===== src/rtl/matrix_bank_pkg.sv =====
// Shared definitions for the matrix storage bank: default geometry, depth
// helper and the load FSM state encoding.
package matrix_bank_pkg;

  localparam int DEF_MAX_WIDTH_LEN = 3;
  localparam int DEF_SIZE_VALUE    = 16;
  localparam int MAT_DEPTH         = 1 << (2 * DEF_MAX_WIDTH_LEN);

  typedef enum logic [1:0] {
    ST_IDLE = 2'd0,
    ST_LOAD = 2'd1,
    ST_DONE = 2'd2
  } load_state_e;

  function automatic int mat_depth(input int width_len);
    return 1 << (2 * width_len);
  endfunction

endpackage


===== src/rtl/matrix_bank_ram.sv =====
// Single-write / single-read synchronous RAM with a registered read port;
// a read of the address being written returns the previous contents.
module matrix_bank_ram
  import matrix_bank_pkg::*;
#(
  parameter int ADDR_W = 2 * DEF_MAX_WIDTH_LEN,
  parameter int DATA_W = DEF_SIZE_VALUE,
  parameter int DEPTH  = MAT_DEPTH
) (
  input  logic                     clk,
  input  logic                     we,
  input  logic [ADDR_W-1:0]        waddr,
  input  logic signed [DATA_W-1:0] wdata,
  input  logic [ADDR_W-1:0]        raddr,
  output logic signed [DATA_W-1:0] rdata
);

  logic signed [DATA_W-1:0] mem [DEPTH];
  logic signed [DATA_W-1:0] rd_data_d;
  logic signed [DATA_W-1:0] rd_data_q;

  always_comb begin
    rd_data_d = mem[raddr];
  end

  // Read register samples the array before this edge's write lands.
  always_ff @(posedge clk) begin
    rd_data_q <= rd_data_d;
    if (we) begin
      mem[waddr] <= wdata;
    end
  end

  assign rdata = rd_data_q;

endmodule


===== src/rtl/matrix_bank.sv =====
// Holds matrices A and B: two masked coordinate read ports with one-cycle
// latency plus a row-major valid/ready load stream for either matrix.
module matrix_bank
  import matrix_bank_pkg::*;
#(
  parameter int MAX_WIDTH_LEN = DEF_MAX_WIDTH_LEN,
  parameter int SIZE_VALUE    = DEF_SIZE_VALUE
) (
  input  logic                         clk,
  input  logic                         rst,
  input  logic [MAX_WIDTH_LEN-1:0]     rx1,
  input  logic [MAX_WIDTH_LEN-1:0]     ry1,
  output logic signed [SIZE_VALUE-1:0] out1,
  input  logic [MAX_WIDTH_LEN-1:0]     rx2,
  input  logic [MAX_WIDTH_LEN-1:0]     ry2,
  output logic signed [SIZE_VALUE-1:0] out2,
  input  logic                         load_start,
  input  logic                         load_sel,
  input  logic [MAX_WIDTH_LEN-1:0]     load_w,
  input  logic [MAX_WIDTH_LEN-1:0]     load_h,
  input  logic                         in_valid,
  input  logic signed [SIZE_VALUE-1:0] in_data,
  output logic                         in_ready,
  output logic                         load_done,
  output logic [MAX_WIDTH_LEN-1:0]     width1,
  output logic [MAX_WIDTH_LEN-1:0]     height1,
  output logic [MAX_WIDTH_LEN-1:0]     width2,
  output logic [MAX_WIDTH_LEN-1:0]     height2,
  output logic                         valid1,
  output logic                         valid2
);

  localparam int ADDR_W = 2 * MAX_WIDTH_LEN;
  localparam int DEPTH  = mat_depth(MAX_WIDTH_LEN);

  load_state_e state_q, state_d;
  logic                     sel_q, sel_d;
  logic [MAX_WIDTH_LEN-1:0] w_q, w_d, h_q, h_d;
  logic [MAX_WIDTH_LEN-1:0] x_q, x_d, y_q, y_d;
  logic                     valid1_q, valid1_d, valid2_q, valid2_d;
  logic [MAX_WIDTH_LEN-1:0] width1_q, width1_d, height1_q, height1_d;
  logic [MAX_WIDTH_LEN-1:0] width2_q, width2_d, height2_q, height2_d;
  logic                     rd_ok1_q, rd_ok1_d, rd_ok2_q, rd_ok2_d;

  logic                         we_a, we_b;
  logic [ADDR_W-1:0]            waddr;
  logic signed [SIZE_VALUE-1:0] ram_a_rd, ram_b_rd;

  always_ff @(posedge clk or posedge rst) begin
    if (rst) begin
      state_q   <= ST_IDLE;
      sel_q     <= 1'b0;
      w_q       <= '0;
      h_q       <= '0;
      x_q       <= '0;
      y_q       <= '0;
      valid1_q  <= 1'b0;
      valid2_q  <= 1'b0;
      width1_q  <= '0;
      height1_q <= '0;
      width2_q  <= '0;
      height2_q <= '0;
      rd_ok1_q  <= 1'b0;
      rd_ok2_q  <= 1'b0;
    end else begin
      state_q   <= state_d;
      sel_q     <= sel_d;
      w_q       <= w_d;
      h_q       <= h_d;
      x_q       <= x_d;
      y_q       <= y_d;
      valid1_q  <= valid1_d;
      valid2_q  <= valid2_d;
      width1_q  <= width1_d;
      height1_q <= height1_d;
      width2_q  <= width2_d;
      height2_q <= height2_d;
      rd_ok1_q  <= rd_ok1_d;
      rd_ok2_q  <= rd_ok2_d;
    end
  end

  always_comb begin
    state_d   = state_q;
    sel_d     = sel_q;
    w_d       = w_q;
    h_d       = h_q;
    x_d       = x_q;
    y_d       = y_q;
    valid1_d  = valid1_q;
    valid2_d  = valid2_q;
    width1_d  = width1_q;
    height1_d = height1_q;
    width2_d  = width2_q;
    height2_d = height2_q;
    in_ready  = 1'b0;
    load_done = 1'b0;
    we_a      = 1'b0;
    we_b      = 1'b0;

    unique case (state_q)
      ST_IDLE: begin
        if (load_start) begin
          state_d = ST_LOAD;
          sel_d   = load_sel;
          w_d     = load_w;
          h_d     = load_h;
          x_d     = '0;
          y_d     = '0;
          // Hide the target immediately so half-written data never reads back.
          if (load_sel) begin
            valid2_d = 1'b0;
          end else begin
            valid1_d = 1'b0;
          end
        end
      end
      ST_LOAD: begin
        in_ready = 1'b1;
        if (in_valid) begin
          we_a = ~sel_q;
          we_b = sel_q;
          if (x_q == w_q) begin
            x_d = '0;
            if (y_q == h_q) begin
              y_d     = '0;
              state_d = ST_DONE;
            end else begin
              y_d = y_q + 1'b1;
            end
          end else begin
            x_d = x_q + 1'b1;
          end
        end
      end
      ST_DONE: begin
        load_done = 1'b1;
        state_d   = ST_IDLE;
        if (sel_q) begin
          valid2_d  = 1'b1;
          width2_d  = w_q;
          height2_d = h_q;
        end else begin
          valid1_d  = 1'b1;
          width1_d  = w_q;
          height1_d = h_q;
        end
      end
      default: state_d = ST_IDLE;
    endcase

    // Mask decision travels alongside the RAM read so it lines up at the output.
    rd_ok1_d = valid1_q && (rx1 <= width1_q) && (ry1 <= height1_q);
    rd_ok2_d = valid2_q && (rx2 <= width2_q) && (ry2 <= height2_q);
  end

  assign waddr = {y_q, x_q};

  matrix_bank_ram #(
    .ADDR_W (ADDR_W),
    .DATA_W (SIZE_VALUE),
    .DEPTH  (DEPTH)
  ) u_ram_a (
    .clk   (clk),
    .we    (we_a),
    .waddr (waddr),
    .wdata (in_data),
    .raddr ({ry1, rx1}),
    .rdata (ram_a_rd)
  );

  matrix_bank_ram #(
    .ADDR_W (ADDR_W),
    .DATA_W (SIZE_VALUE),
    .DEPTH  (DEPTH)
  ) u_ram_b (
    .clk   (clk),
    .we    (we_b),
    .waddr (waddr),
    .wdata (in_data),
    .raddr ({ry2, rx2}),
    .rdata (ram_b_rd)
  );

  assign out1    = rd_ok1_q ? ram_a_rd : '0;
  assign out2    = rd_ok2_q ? ram_b_rd : '0;
  assign width1  = width1_q;
  assign height1 = height1_q;
  assign width2  = width2_q;
  assign height2 = height2_q;
  assign valid1  = valid1_q;
  assign valid2  = valid2_q;

endmodule


===== config.mk =====
export PLATFORM = sky130hd
export DESIGN_NAME = matrix_bank
export DESIGN_NICKNAME = d
export VERILOG_FILES = /design/src/rtl/matrix_bank_pkg.sv /design/src/rtl/matrix_bank_ram.sv /design/src/rtl/matrix_bank.sv
export SDC_FILE = /design/constraint.sdc
export NUM_CORES = 2
export LEC_CHECK = 0
export ABC_AREA = 1
export BUFFER_PORTS_ARGS = -buffer_cell sky130_fd_sc_hd__buf_2
export CAP_MARGIN = 20
export CORE_MARGIN = 3
export CORE_UTILIZATION = 30
export CTS_CLUSTER_SIZE = 10
export DETAILED_ROUTE_END_ITERATION = 8
export SLEW_MARGIN = 15
export SYNTH_ARGS = -nofsm -noshare
export SYNTH_HDL_FRONTEND = slang
export SYNTH_SLANG_ARGS = --single-unit

===== constraint.sdc =====
create_clock -name clk -period 2.65 [get_ports clk]
set_input_delay 0.53 -clock clk [delete_from_list [all_inputs] [get_ports clk]]
set_output_delay 0.53 -clock clk [all_outputs]
set_load 0.02 [all_outputs]

==> impl_metrics.json <==
{
  "clkPwrFrac_pct": 39.7,
  "insertion_delay_ns": 0.85,
  "drt_iter0_markers": 7748,
  "p_leak_uw": 0.0357,
  "crit_required_ns": 2.12,
  "arrival_ns": 2.01,
  "pre_cts_slack_ns": 0.0784,
  "hold_path_class": "input pin to flip-flop",
  "gp_congestion": 0.860,
  "die_w_um": 541,
  "io_pins": 87,
  "yosysWarnings": 0,
  "synth_top_family_by_area": "simple AND/OR/NAND/NOR gates",
  "rsz0062_at_grt": "no",
  "clock-sinks": 2111,
  "period_minus_slack_ns": 2.54,
  "syn_nets": 7379,
  "vias_per_cell": 5.06,
  "p_int_uw": 55500,
  "setup_viol": 0,
  "placed_area_um2": 92500,
  "yosys.area_share.simple_pct": 22.9,
  "first_pass_iters": 5,
  "cp_max_fo": 16,
  "total_power_uw": 73300,
  "ir_worst_vdd_mv": 0.709,
  "slew_viol_final": 0,
  "p_comb_share_pct": 8.9,
  "fin_ws_ns": 0.107,
  "avgSynthCellArea_um2": 11.7,
  "swShare_pct": 24.2,
  "coreArea_um2": 283000,
  "nFillCells": 27300,
  "synthMuxAreaShare_pct": 0,
  "hpwlAfterDp_mm": 155,
  "synth_compound_area_share_pct": 0.220,
  "cp-start-kind": "flip-flop",
  "tritoncts": "built",
  "drv_cap": 0,
  "drive_gt1_share_pct": 9.45,
  "worst_pin_slew_ns": 0.869,
  "path_clk_slew_ns": 0.06,
  "synth_area_leaders": "edfxtp_1 (72%), nand2_1 (12%), nand3_1 (10%)",
  "nets": 7590,
  "grt_antenna_before_repair": 11,
  "fp.dieH_um": 541,
  "cts_root_buf": "clkbuf_16",
  "slowest_delay_ns": 0.61,
  "layout_commonest_cell": "nand2_1",
  "max_slew_margin_pct": 42.1,
  "hold_violations": 0,
  "io_buffer_count": 86,
  "start_util_pct": 30.3,
  "yosysUniqueCellTypes": 30,
  "via_count": 57900,
  "synth_seq_area_share_pct": 73.4,
  "synth.top_cell.area_share_pct": 71.7,
  "grt_max_degree": 129,
  "crit_path_end_kind": "primary output",
  "num_rows": 195,
  "final_cell_area_um2": 99300,
  "grt_usage_pct": 16.8,
  "synth_area_um2": 85800,
  "avgRoutedWirePerCell_um": 22.3,
  "seq_power_share_pct": 51.3,
  "tns_ns": 0,
  "synthAdderAreaFrac_pct": 0.204,
  "drtAntennaViolNets": 0,
  "design.die.area_um2": 292000,
  "drc": 0,
  "path_class": "flip-flop to primary output",
  "antenna_cells": 0,
  "grt_pass1_wl_mm": 371,
  "synth-xor-area-share_pct": 0.0817,
  "syn_to_final_growth_pct": 15.7,
  "power_switching_uw": 17800,
  "cp_slowest_cell": "dfrtp_4",
  "status": "completed",
  "synth_top_cell_by_area": "edfxtp_1",
  "overflow": 0,
  "clk_path_buf_depth": 3,
  "syn_inst": 7326,
  "fin_skew_ns": 0.0262,
  "cts_buffers": 231,
  "htree_levels": 4,
  "power_density_nw_per_um2": 739,
  "postLayoutCoreUtil_pct": 35.0,
  "path_cells": "nand2_1, inv_1, buf_2",
  "final_cell_mix": "nand2_1 (2725), edfxtp_1 (2048), nand3_1 (1736)",
  "grt_pass1_vias": 54300,
  "ys_ff_latch": 2111,
  "max_freq_ghz": 0.393,
  "wl_mm": 254,
  "period_share_pct": 96.0
}
==> per-layer routing <==
layer	track usage, %	up-vias	wire, um
li1	-	26000	-
met1	24.5	28600	109000
met2	25.6	2889	115000
met3	2.95	400	23300
met4	4.97	4	7230
met5	0	-	27
==> per-stage QoR <==
step           hold slack (ns)  cells
2_1_floorplan            0.511   7326
3_3_place_gp             0.544  11000
3_5_place_dp             0.549  11000
4_1_cts               0.000281  11400
5_1_grt                 0.0140  11400
6_report                0.0327  11400
==> Yosys cell counts (all sizes together) <==
| library cell | count |
|---|---|
| nand2 | 2728 |
| edfxtp | 2048 |
| nand3 | 1736 |
| buf | 387 |
| nor2 | 135 |
| inv | 78 |
| clkbuf | 75 |
| dfxtp | 32 |
| dfrtp | 31 |
| o21ai | 22 |
| nor3 | 17 |
| ha | 14 |
| xnor2 | 7 |
| a21oi | 5 |
| o22ai | 4 |
| a32oi | 2 |
| nand3b | 2 |
| nor3b | 1 |
| o21bai | 1 |
| xor2 | 1 |
==> layout make-up <==
type | count | area (um^2) | area share [%]
Inverter | 78 | 345 | 0.348
Timing Repair Buffer | 440 | 4540 | 4.58
Clock buffer | 378 | 6530 | 6.58
Multi-Input combinational cell | 4675 | 20100 | 20.3
Tap cell | 3743 | 4680 | 4.72
Sequential cell | 2111 | 62900 | 63.4
Clock inverter | 9 | 128 | 0.129
==> worst max-delay path, delay by kind of cell, from the launching register on <==
| family | cells | cell delay [ns] |
|---|---|---|
| and+or+nand+nor | 1 | 0.24 |
| buffers and inverters | 2 | 0.28 |
| DFF | 1 | 0.61 |
==> cells by family (layout without fill, tap and decap cells) <==
family	count (synthesis)	after routing
fa+ha+maj	14	14
simple gates	4619	4619
compound gates	34	34
buf+inv	540	905
flops	2111	2111
xor+xnor	8	8
==> final timing paths <==
check	end	from	cells after the start	slack, ns
max	out1[15]	rd_ok1_q	3	0.11
min	w_q[2]	load_w[2]	3	0.03
max reg2reg	u_ram_a.mem[44][15]	x_q[2]	6	0.11
min reg2reg	height2[0]	height2[0]	2	0.56
max in group asynchronous	rd_ok2_q	rst	3	1.46
min in group asynchronous	x_q[2]	rst	3	0.52
==> state kept, by name, summed over array words and instances, names as in the netlist <==
name	cells
u_ram_a.mem	1024
y_q	3
u_ram_b.rdata	16
rd_ok2_q	1
u_ram_a.rdata	16
sel_q	1
valid1	1
rd_ok1_q	1
u_ram_b.mem	1024
width1	3
state_q	2
h_q	3
height2	3
w_q	3
width2	3
x_q	3
height1	3
valid2	1
==> repair_timing <==
item | in CTS | in global routing
hold endpoints to repair | 54 | 0
hold buffers | 8 | 0
pin swaps | 0 | 0
endpoints found under the setup margin | 32 | 5
buffers inserted | 0 | 1
gates resized for setup | 5 | 0
==> power groups by stage <==
stage                     combinational [uW]  sequential, uW  clock [uW]
after floorplan                         3440           38200           0
after global placement                  6420           38300           0
after detailed placement                6510           38300           0
after CTS                               6550           37700       29600
after global routing                    7100           37600       30900
final                                   6550           37600       29100
Note: power is estimated with default switching activity, not from simulation.
